==> config.mk <==
export PLATFORM = sky130hd
export DESIGN_NAME = xrv1_fetch_ctrl_flat
export DESIGN_NICKNAME = d
export VERILOG_FILES = /design/src/rtl/xrv1_fetch_ctrl_if.sv /design/src/rtl/xrv1_fetch_ctrl.sv /design/src/flat_wrapper.sv
export SDC_FILE = /design/constraint.sdc
export NUM_CORES = 1
export LEC_CHECK = 0
export CORE_ASPECT_RATIO = 1.2
export CORE_MARGIN = 2
export CORE_UTILIZATION = 50
export CTS_CLUSTER_DIAMETER = 40
export CTS_CLUSTER_SIZE = 16
export DETAILED_ROUTE_END_ITERATION = 6
export DONT_BUFFER_PORTS = 1
export PLACE_DENSITY_LB_ADDON = 0.3
export SETUP_SLACK_MARGIN = 0.4
export SYNTH_ARGS = -nofsm -noshare
export SYNTH_HDL_FRONTEND = slang
export SYNTH_SLANG_ARGS = --single-unit
==> constraint.sdc <==
create_clock -name clk_i -period 7.1 [get_ports clk_i]
set_clock_uncertainty 0.2 [all_clocks]
set_input_delay 0.71 -clock clk_i [delete_from_list [all_inputs] [get_ports clk_i]]
set_output_delay 0.71 -clock clk_i [all_outputs]
set_load 0.02 [all_outputs]
==> src/rtl/xrv1_fetch_ctrl_if.sv <==
// Fetch controller bus bundle: imem request/response channel and IFQ write side.
// master = fetch controller, slave = imem + IFQ environment.
interface xrv1_fetch_ctrl_if;
  logic        imem_req_o;
  logic [31:0] imem_addr_o;
  logic        imem_gnt_i;
  logic        imem_rvalid_i;
  logic [31:0] imem_rdata_i;
  logic        ifq_enqueue_o;
  logic [31:0] ifq_data_o;
  logic [31:0] ifq_pc_o;
  logic        ifq_dequeue_i;
  logic        ifq_flush_o;

  modport master (
    output imem_req_o, imem_addr_o, ifq_enqueue_o, ifq_data_o, ifq_pc_o, ifq_flush_o,
    input  imem_gnt_i, imem_rvalid_i, imem_rdata_i, ifq_dequeue_i
  );

  modport slave (
    input  imem_req_o, imem_addr_o, ifq_enqueue_o, ifq_data_o, ifq_pc_o, ifq_flush_o,
    output imem_gnt_i, imem_rvalid_i, imem_rdata_i, ifq_dequeue_i
  );
endinterface

==> src/rtl/xrv1_fetch_ctrl.sv <==
// Instruction fetch sequencer: credit-limited word requests, in-order enqueue, redirect, halt.
// Response enqueues combinationally with rvalid; requests stall on credit exhaustion or gnt=0.
module xrv1_fetch_ctrl #(
  parameter int unsigned ifq_size_p        = 3,
  parameter int unsigned max_outstanding_p = 2,
  parameter logic [31:0] reset_pc_p        = 32'h0000_0000
) (
  input  logic                clk_i,
  input  logic                rst_ni,
  input  logic                redirect_i,
  input  logic [31:0]         redirect_pc_i,
  input  logic                halt_req_i,
  output logic                halted_o,
  xrv1_fetch_ctrl_if.master   bus
);

  localparam int unsigned cnt_width_lp = $clog2(ifq_size_p + max_outstanding_p + 1);
  localparam int unsigned sum_w_lp     = cnt_width_lp + 1;
  localparam int unsigned ptr_w_lp     = (max_outstanding_p > 1) ? $clog2(max_outstanding_p) : 1;
  localparam logic [cnt_width_lp-1:0] cnt_one_lp  = cnt_width_lp'(1);
  localparam logic [cnt_width_lp-1:0] ifq_size_lp = cnt_width_lp'(ifq_size_p);
  localparam logic [cnt_width_lp-1:0] max_out_lp  = cnt_width_lp'(max_outstanding_p);
  localparam logic [ptr_w_lp-1:0]     last_ptr_lp = ptr_w_lp'(max_outstanding_p - 1);

  typedef enum logic [1:0] {
    BOOT   = 2'd0,
    RUN    = 2'd1,
    DRAIN  = 2'd2,
    HALTED = 2'd3
  } state_e;

  state_e                  state_q;
  logic                    halted_q;
  logic [31:0]             fetch_pc_q;
  logic [cnt_width_lp-1:0] outstanding_q;
  logic [cnt_width_lp-1:0] occupancy_q;
  logic [cnt_width_lp-1:0] discard_q;
  logic [31:0]             pc_fifo_q [max_outstanding_p];
  logic [ptr_w_lp-1:0]     wr_ptr_q;
  logic [ptr_w_lp-1:0]     rd_ptr_q;

  logic                    redirect_act;
  logic [sum_w_lp-1:0]     credit_sum;
  logic                    credit_ok;
  logic                    out_ok;
  logic                    req;
  logic                    grant;
  logic                    rvalid;
  logic                    enq;
  logic                    deq;

  function automatic logic [ptr_w_lp-1:0] ptr_inc(input logic [ptr_w_lp-1:0] p);
    return (p == last_ptr_lp) ? '0 : p + 1'b1;
  endfunction

  // BOOT ignores redirect so the very first cycle after reset is never disturbed.
  assign redirect_act = redirect_i & (state_q != BOOT);
  assign credit_sum   = sum_w_lp'(occupancy_q) + sum_w_lp'(outstanding_q);
  assign credit_ok    = credit_sum < sum_w_lp'(ifq_size_p);
  assign out_ok       = outstanding_q < max_out_lp;
  assign req          = (state_q == RUN) & ~redirect_i & ~halt_req_i & credit_ok & out_ok;
  assign grant        = req & bus.imem_gnt_i;
  assign rvalid       = bus.imem_rvalid_i;
  assign deq          = bus.ifq_dequeue_i;
  assign enq          = rvalid & ~redirect_act & (discard_q == '0);

  assign bus.imem_req_o    = req;
  assign bus.imem_addr_o   = {fetch_pc_q[31:2], 2'b00};
  assign bus.ifq_enqueue_o = enq;
  assign bus.ifq_data_o    = enq ? bus.imem_rdata_i : 32'h0;
  assign bus.ifq_pc_o      = enq ? pc_fifo_q[rd_ptr_q] : 32'h0;
  assign bus.ifq_flush_o   = redirect_act;
  assign halted_o          = halted_q;

  always_ff @(posedge clk_i or negedge rst_ni) begin
    if (!rst_ni) begin
      state_q  <= BOOT;
      halted_q <= 1'b0;
    end else begin
      case (state_q)
        BOOT:   state_q <= RUN;
        RUN:    if (halt_req_i) state_q <= DRAIN;
        DRAIN: begin
          if (!halt_req_i) begin
            state_q <= RUN;
          end else if ((outstanding_q == '0) && !rvalid) begin
            state_q  <= HALTED;
            halted_q <= 1'b1;
          end
        end
        HALTED: begin
          if (!halt_req_i) begin
            state_q  <= RUN;
            halted_q <= 1'b0;
          end
        end
        default: begin
          state_q  <= BOOT;
          halted_q <= 1'b0;
        end
      endcase
    end
  end

  // Bit1 of a redirect target survives into the first enqueued PC for the aligner.
  always_ff @(posedge clk_i or negedge rst_ni) begin
    if (!rst_ni) begin
      fetch_pc_q <= reset_pc_p;
    end else if (redirect_act) begin
      fetch_pc_q <= redirect_pc_i & ~32'h1;
    end else if (grant) begin
      fetch_pc_q <= {fetch_pc_q[31:2] + 30'd1, 2'b00};
    end
  end

  always_ff @(posedge clk_i or negedge rst_ni) begin
    if (!rst_ni) begin
      outstanding_q <= '0;
    end else begin
      case ({grant, rvalid})
        2'b10:   outstanding_q <= outstanding_q + cnt_one_lp;
        2'b01:   outstanding_q <= outstanding_q - cnt_one_lp;
        default: outstanding_q <= outstanding_q;
      endcase
    end
  end

  // Every response still in flight at a redirect belongs to the dead stream.
  always_ff @(posedge clk_i or negedge rst_ni) begin
    if (!rst_ni) begin
      discard_q <= '0;
    end else if (redirect_act) begin
      discard_q <= outstanding_q - (rvalid ? cnt_one_lp : '0);
    end else if (rvalid && (discard_q != '0)) begin
      discard_q <= discard_q - cnt_one_lp;
    end
  end

  always_ff @(posedge clk_i or negedge rst_ni) begin
    if (!rst_ni) begin
      occupancy_q <= '0;
    end else if (redirect_act) begin
      occupancy_q <= '0;
    end else if (enq && !deq) begin
      if (occupancy_q < ifq_size_lp) occupancy_q <= occupancy_q + cnt_one_lp;
    end else if (deq && !enq) begin
      if (occupancy_q != '0) occupancy_q <= occupancy_q - cnt_one_lp;
    end
  end

  always_ff @(posedge clk_i or negedge rst_ni) begin
    if (!rst_ni) begin
      wr_ptr_q <= '0;
      rd_ptr_q <= '0;
      for (int i = 0; i < int'(max_outstanding_p); i++) pc_fifo_q[i] <= 32'h0;
    end else begin
      if (grant) begin
        pc_fifo_q[wr_ptr_q] <= fetch_pc_q;
        wr_ptr_q            <= ptr_inc(wr_ptr_q);
      end
      if (rvalid) rd_ptr_q <= ptr_inc(rd_ptr_q);
    end
  end

  a_no_enq_full: assert property (@(posedge clk_i) disable iff (!rst_ni)
    enq |-> (occupancy_q < ifq_size_lp));
  a_rvalid_owed: assert property (@(posedge clk_i) disable iff (!rst_ni)
    rvalid |-> (outstanding_q != '0));

endmodule

==> src/flat_wrapper.sv <==
// flat-port wrapper written by rule: the top's interface ports become plain ports
module xrv1_fetch_ctrl_flat 
#(
  parameter int unsigned ifq_size_p        = 3,
  parameter int unsigned max_outstanding_p = 2,
  parameter logic [31:0] reset_pc_p        = 32'h0000_0000
)
  (clk_i, rst_ni, redirect_i, redirect_pc_i, halt_req_i, halted_o, bus_imem_req_o, bus_imem_addr_o, bus_ifq_enqueue_o, bus_ifq_data_o, bus_ifq_pc_o, bus_ifq_flush_o, bus_imem_gnt_i, bus_imem_rvalid_i, bus_imem_rdata_i, bus_ifq_dequeue_i);
  xrv1_fetch_ctrl_if bus_i ();
  input  logic clk_i;
  input  logic rst_ni;
  input  logic redirect_i;
  input  logic [31:0] redirect_pc_i;
  input  logic halt_req_i;
  output logic halted_o;
  output wire logic [$bits(bus_i.imem_req_o)-1:0] bus_imem_req_o;
  output wire logic [$bits(bus_i.imem_addr_o)-1:0] bus_imem_addr_o;
  output wire logic [$bits(bus_i.ifq_enqueue_o)-1:0] bus_ifq_enqueue_o;
  output wire logic [$bits(bus_i.ifq_data_o)-1:0] bus_ifq_data_o;
  output wire logic [$bits(bus_i.ifq_pc_o)-1:0] bus_ifq_pc_o;
  output wire logic [$bits(bus_i.ifq_flush_o)-1:0] bus_ifq_flush_o;
  input wire logic [$bits(bus_i.imem_gnt_i)-1:0] bus_imem_gnt_i;
  input wire logic [$bits(bus_i.imem_rvalid_i)-1:0] bus_imem_rvalid_i;
  input wire logic [$bits(bus_i.imem_rdata_i)-1:0] bus_imem_rdata_i;
  input wire logic [$bits(bus_i.ifq_dequeue_i)-1:0] bus_ifq_dequeue_i;
  assign bus_imem_req_o = bus_i.imem_req_o;
  assign bus_imem_addr_o = bus_i.imem_addr_o;
  assign bus_ifq_enqueue_o = bus_i.ifq_enqueue_o;
  assign bus_ifq_data_o = bus_i.ifq_data_o;
  assign bus_ifq_pc_o = bus_i.ifq_pc_o;
  assign bus_ifq_flush_o = bus_i.ifq_flush_o;
  assign bus_i.imem_gnt_i = bus_imem_gnt_i;
  assign bus_i.imem_rvalid_i = bus_imem_rvalid_i;
  assign bus_i.imem_rdata_i = bus_imem_rdata_i;
  assign bus_i.ifq_dequeue_i = bus_ifq_dequeue_i;
  xrv1_fetch_ctrl #(.ifq_size_p(ifq_size_p), .max_outstanding_p(max_outstanding_p), .reset_pc_p(reset_pc_p)) u_core (.clk_i(clk_i), .rst_ni(rst_ni), .redirect_i(redirect_i), .redirect_pc_i(redirect_pc_i), .halt_req_i(halt_req_i), .halted_o(halted_o), .bus(bus_i));
endmodule
After elaboration in Yosys (flattened, before gate mapping)
Cells that the tools add are included.
{"block": "totals", "input_bits": 71, "out_inout_bits": 100, "register_bits": 110}
{"block": "classes", "n_bitwise": 13, "n_mux": 30, "reduce_logical": 23, "n_eq_ne": 11, "order_cmp": 6, "addsub": 10}
{"operator": "$mux W32", "count": 8}
{"operator": "$bwmux W64", "count": 1}
{"operator": "$demux W32 S1", "count": 1}
{"operator": "$add A30 B1 Y30 const B", "count": 1}
{"operator": "$mux W3", "count": 7}
{"operator": "$reduce_bool A3 Y1", "count": 4}
{"operator": "$reduce_bool A2 Y1", "count": 5}
{"operator": "$sub A3 B1 Y3 const B", "count": 3}
{"operator": "$and A1 B1 Y1", "count": 8}
{"operator": "$mux W2", "count": 4}
{"operator": "$pmux W2 S4", "count": 1}
{"operator": "$add A3 B1 Y3 const B", "count": 2}
{"operator": "$eq A2 B2 Y1 const B", "count": 3}
{"operator": "$logic_not A3 Y1", "count": 2}
{"operator": "$lt A3 B2 Y1 const B", "count": 2}
{"operator": "$mux W1", "count": 6}
{"operator": "$ne A2 B2 Y1 const B", "count": 3}
{"operator": "$ne A3 B2 Y1 const B", "count": 2}
{"operator": "$pmux W3 S2", "count": 1}
{"operator": "$reduce_and A3 Y1", "count": 2}
{"operator": "$logic_and A1 B1 Y1", "count": 5}
{"operator": "$add A3 B3 Y4", "count": 1}
{"operator": "$eq A2 B1 Y1 const B", "count": 2}
{"operator": "$ge A2 B2 Y1 const B", "count": 2}
{"operator": "11 further kinds", "count": 17}

Longest topological paths before layout
{"block": "depth", "word_depth": 10, "ltp_mapped": 14, "depth_no_buf": 13}

Worst setup path before layout
No wires, ideal clock.
{"block": "synth_timing", "path_type": "input port to flip-flop", "startpoint": "input redirect_i", "endpoint": "register u_core.occupancy_q[2]", "arrival_ps": 2939, "slack_ps": 3878, "path_buffers": 2, "cell_stages": 11, "cell_sequence": "nand2b_1 clkbuf_1 nand3_1 inv_1 clkbuf_1 ha_1 nor3_1 a221oi_1 nor2_1 or4_1 o21ai_0"}
{"block": "synth_via", "elab_chain_cells": 8}
{"element": "start, declared", "line_no": "flat_wrapper.sv:12", "rtl": "input logic redirect_i;"}
{"element": "$and A1 B1 Y1 *", "line_no": "xrv1_fetch_ctrl.sv:57", "rtl": "assign redirect_act = redirect_i & (state_q != BOOT);"}
{"element": "$not A1 Y1 *", "line_no": "xrv1_fetch_ctrl.sv:65", "rtl": "assign enq = rvalid & ~redirect_act & (discard_q == '0);"}
{"element": "$and A1 B1 Y1 * (2 in a row)", "line_no": "xrv1_fetch_ctrl.sv:65"}
{"element": "net bus_ifq_enqueue_o", "line_no": "flat_wrapper.sv:18", "rtl": "output wire logic [$bits(bus_i.ifq_enqueue_o)-1:0] bus_ifq_enqueue_o;"}
{"element": "$logic_not A1 Y1", "line_no": "xrv1_fetch_ctrl.sv:146", "rtl": "end else if (deq && !enq) begin"}
{"element": "$logic_and A1 B1 Y1", "line_no": "xrv1_fetch_ctrl.sv:146"}
{"element": "$reduce_bool A3 Y1 (no source line)"}
{"element": "$reduce_and A3 Y1 (no source line)"}
{"element": "end signal, assigned", "line_no": "xrv1_fetch_ctrl.sv:145", "rtl": "if (occupancy_q < ifq_size_lp) occupancy_q <= occupancy_q + cnt_one_lp;"}
{"element": "end signal, assigned", "line_no": "xrv1_fetch_ctrl.sv:147", "rtl": "if (occupancy_q != '0) occupancy_q <= occupancy_q - cnt_one_lp;"}
{"element": "end, declared", "line_no": "xrv1_fetch_ctrl.sv:36", "rtl": "logic [cnt_width_lp-1:0] occupancy_q;"}
The timed path passes the listed nets; every way through them passes the cells marked *.
A chain may end at the register's enable or synchronous reset.

Final worst setup path
{"block": "layout_timing", "startpoint": "register u_core.occupancy_q[0]", "endpoint": "register u_core.pc_fifo_q[38] (netlist name)"}
{"block": "layout_via", "elab_chain_cells": 5}
{"element": "$add A3 B3 Y4", "line_no": "xrv1_fetch_ctrl.sv:58", "rtl": "assign credit_sum = sum_w_lp'(occupancy_q) + sum_w_lp'(outstanding_q);"}
{"element": "$lt A4 B2 Y1", "line_no": "xrv1_fetch_ctrl.sv:59", "rtl": "assign credit_ok = credit_sum < sum_w_lp'(ifq_size_p);"}
{"element": "$and A1 B1 Y1 (2 in a row)", "line_no": "xrv1_fetch_ctrl.sv:61", "rtl": "assign req = (state_q == RUN) & ~redirect_i & ~halt_req_i & credit_ok & out_ok;"}
{"element": "$and A1 B1 Y1", "line_no": "xrv1_fetch_ctrl.sv:62", "rtl": "assign grant = req & bus.imem_gnt_i;"}
{"element": "end signal, assigned by index", "line_no": "xrv1_fetch_ctrl.sv:158", "rtl": "pc_fifo_q[wr_ptr_q] <= fetch_pc_q;"}
{"element": "end, declared", "line_no": "xrv1_fetch_ctrl.sv:38", "rtl": "logic [31:0] pc_fifo_q [max_outstanding_p];"}
No other way between the ends.

==> flow_summary.yaml <==
finish:
  antenna_cells: 0
  fin_cells: 707
  drive_gt1_share_pct: 16.0
  fillerInstances: 1065
  final_cell_mix: "dfrtp_1 (106), mux2_2 (61), nor2_1 (60)"
  final_common_cell: "dfrtp_1"
  syn_to_final_growth_pct: 3.53
  final_nets: 633
  regArea_sq_um: 2680
  multi_input_area_sq_um: 2910
grt:
  grt_pass1_vias: 4202
  grt.overflow.total: 0
  grt_pass1_wl_um: 22000
  grt_start_max_net_pins: 108
  grt.total_usage_pct: 21.4
  antenna_found_initial: 0
setup_path:
  cp-start-kind: "flop"
  cp.arrival_ps: 4000
  cpMostUsedCell: "inv_1"
  crit_type: "reg2reg"
  r2r_setup_slack_ps: 3140
  critPathLaunch: "u_core.occupancy_q[0]$_DFFE_PN0P_"
  r2r_cells: 9
  endpoint: "u_core.pc_fifo_q[38]$_DFFE_PN0P_"
  cp_slowest_stage_delay_ps: 780
  path_cells: "ha_1 -> inv_1 -> fa_1 -> a211oi_1 -> o211ai_1 -> nor2_2 -> inv_1 -> nor2_4 -> mux2_2"
  crit_buf_inv: 2
  worstReg2RegEnd: "u_core.pc_fifo_q[38]$_DFFE_PN0P_"
  critPathMaxFanout: 31
  cp-end-kind: "flop"
  cp_num_cells: 9
  worstPathRequired_ps: 7130
  r2r_start: "u_core.occupancy_q[0]$_DFFE_PN0P_"
  crit_slowest_cell: "nor2_4"
  critical_path.top_delay_family: "simple AND/OR/NAND/NOR gates"
clock_tree:
  clock-sinks: 107
  clkTransAtPathRegs_ps: 70
  numCtsBuffers: 9
  cts_max_path_buffers: 2
  cts_tree: "built"
  ctsRootBufferMaster: "clkbuf_16"
  postCtsSetupRepairBufs: 0
  postCtsHoldBufs: 1
  clk_latency_ps: 350
  cts_resized: 0
  h-tree-depth: 3
synthesis:
  synth_cell_type_count: 42
  synth-seq-area-share_pct: 44.5
  postSynthCellCount: 594
  synth_seq_cells: 107
  synth.avg_cell_area_sq_um: 10.1
  synth_area_sq_um: 6020
  yosysWarnings: 0
detailed_routing:
  wl_per_cell_um: 19.2
  wl_met2_um: 6630
  drcViolationCount: 0
  first_iter_violations: 231
  top_layer: "met4"
  vias: 4172
  wirelength_um: 13500
  via_per_inst: 5.90
  firstDrtPassIters: 4
  wl_met1_um: 5830
  wl_met3_um: 814
  antenna_left: 0
power_and_ir_drop:
  comb_power_share_pct: 28.4
  p_switching_uw: 982
  p_leak_nw: 2.74
  power.density_nw_per_um2: 396
  pwr-share-seq_pct: 49.8
  vdd_drop_max_uv: 156
  p_int_mw: 1.48
  design_power_total_mw: 2.47
  power_frac_clock_pct: 21.8
  swShare_pct: 39.8
sta:
  min_period_over_period_pct: 55.8
  tns_ps: 0
  clock.fmax_mhz: 252
  grt_setup_unrepaired: "no"
  worst_slew_pin_slew_ps: 1030
  fin_crit_ps: 3960
  final_hold_viol_count: 0
  slew-limit-headroom_pct: 31.2
  finalSetupViolations: 0
  report.final.slew_viol_count: 0
floorplanning:
  die_h_um: 124
  coreArea_sq_um: 11700
  die-area_sq_um: 12900
  core.rowCount: 43
  initial_core_util_pct: 51.6
  die_x_um: 104
  ios: 171
place:
  placedCellCount: 690
  gp_congestion: 0.784
  dp_hpwl_um: 9340
  io_buffers: 0
job:
  drv_cap: 0
status:
  status: "complete, no violations"
worst_hold_path:
  hold_path.class: "in2async"
## stage by stage
stage | hold WS [ps] | setup WS, ps | area [sq um] | utilization, %
after global routing | 135 | 2700 | 6230 | 53.4
final | 74.6 | 3140 | 6230 | 53.4
after global placement | 217 | 3220 | 5890 | 50.4
after CTS | 129 | 3130 | 6230 | 53.4
after floorplan | 214 | 3880 | 6030 | -
after detailed placement | 217 | 3150 | 5890 | 50.4
## metal layers
| metal | track usage (%) | vias up |
|---|---|---|
| li1 | - | 1943 |
| met1 | 27.4 | 2085 |
| met5 | 0 | - |
| met3 | 5.45 | 21 |
| met2 | 35.1 | 123 |
| met4 | 7.39 | 0 |
## flip-flops by register name, indices dropped and copies added (netlist names)
name	flops
u_core.halted_o	1
u_core.state_q	2
u_core.fetch_pc_q	31
u_core.rd_ptr_q	1
u_core.wr_ptr_q	1
u_core.pc_fifo_q	62
u_core.outstanding_q	3
u_core.discard_q	3
u_core.occupancy_q	3
## area by class of cell
class | instances | share of cell area (%)
Inverter | 20 | 1.20
Multi-Input combinational cell | 402 | 46.6
Timing Repair Buffer | 5 | 0.923
Sequential cell | 107 | 43.0
Tap cell | 157 | 3.15
Clock inverter | 4 | 1.18
Clock buffer | 12 | 3.95
## worst reg2reg max path, stage by stage, from the launching register on
cell	delay (ps)
dfrtp_1	440
ha_1	210
inv_1	60
fa_1	400
a211oi_1	290
o211ai_1	420
nor2_2	420
inv_1	180
nor2_4	780
mux2_2	440
## worst min path at each step
stage          startpoint                                end  slack, ps
6_report           rst_ni   u_core.pc_fifo_q[12]$_DFFE_PN0P_         70
5_1_grt            rst_ni   u_core.pc_fifo_q[47]$_DFFE_PN0P_        140
4_1_cts            rst_ni  u_core.occupancy_q[2]$_DFFE_PN0P_        130
3_5_place_dp       rst_ni   u_core.pc_fifo_q[16]$_DFFE_PN0P_        220
3_3_place_gp       rst_ni   u_core.pc_fifo_q[17]$_DFFE_PN0P_        220
2_1_floorplan      rst_ni    u_core.discard_q[0]$_DFFE_PN0P_        210
## kinds of logic (layout without fill, tap and decap cells)
kind of cell,after synthesis,after routing,share of synthesized area (%)
AOI/OAI and AO/OA,77,77,7.81
xor gates and xnor gates,21,21,3.05
adders and majority gates,17,17,3.91
buffers and inverters,87,41,7.56
DFF,107,107,44.5
muxes,95,95,17.1
other,1,3,0.0623
and+or+nand+nor,189,189,16.0
## power by group through the flow
stage          logic [mW]  registers (mW)  clock network [mW]
2_1_floorplan       0.833           0.997                   0
3_3_place_gp        0.657            1.23                   0
3_5_place_dp        0.691            1.25                   0
4_1_cts             0.710            1.23               0.547
5_1_grt             0.795            1.27               0.578
6_report            0.700            1.23               0.538
## synthesized netlist by cell type
cell type | instances | area, sq um
o31ai_1 | 9 | 67.6
buf_1 | 2 | 7.51
a21oi_1 | 7 | 35.0
o21a_1 | 2 | 15.0
xnor2_1 | 15 | 131
and2_1 | 34 | 213
or4_1 | 11 | 82.6
xor2_1 | 6 | 52.6
a41oi_1 | 1 | 8.76
nand2b_1 | 3 | 18.8
a221oi_1 | 1 | 8.76
nor2_2 | 1 | 6.26
o41a_1 | 1 | 11.3
and4_1 | 4 | 35.0
a31oi_1 | 17 | 106
nor2_1 | 61 | 229
dfrtp_1 | 107 | 2680
conb_1 | 1 | 3.75
nor2b_1 | 1 | 6.26
clkbuf_1 | 28 | 105
fa_1 | 3 | 60.1
a211oi_1 | 2 | 15.0
nor3_1 | 5 | 25.0
mux2_1 | 1 | 11.3
or3_1 | 12 | 75.1
or2_2 | 2 | 12.5
nand4_1 | 7 | 43.8
mux2i_1 | 33 | 330
buf_2 | 4 | 20.0
o211ai_1 | 2 | 15.0
o221a_2 | 1 | 11.3
buf_4 | 33 | 248
nor4b_2 | 1 | 15.0
o2111ai_1 | 1 | 8.76
mux2_2 | 61 | 687
a21o_1 | 1 | 7.51
o21ai_0 | 32 | 160
nand2_1 | 30 | 113
nand3_1 | 12 | 60.1
ha_1 | 14 | 175
inv_1 | 20 | 75.1
nor4_1 | 5 | 31.3
(Power assumes the default switching activity.)
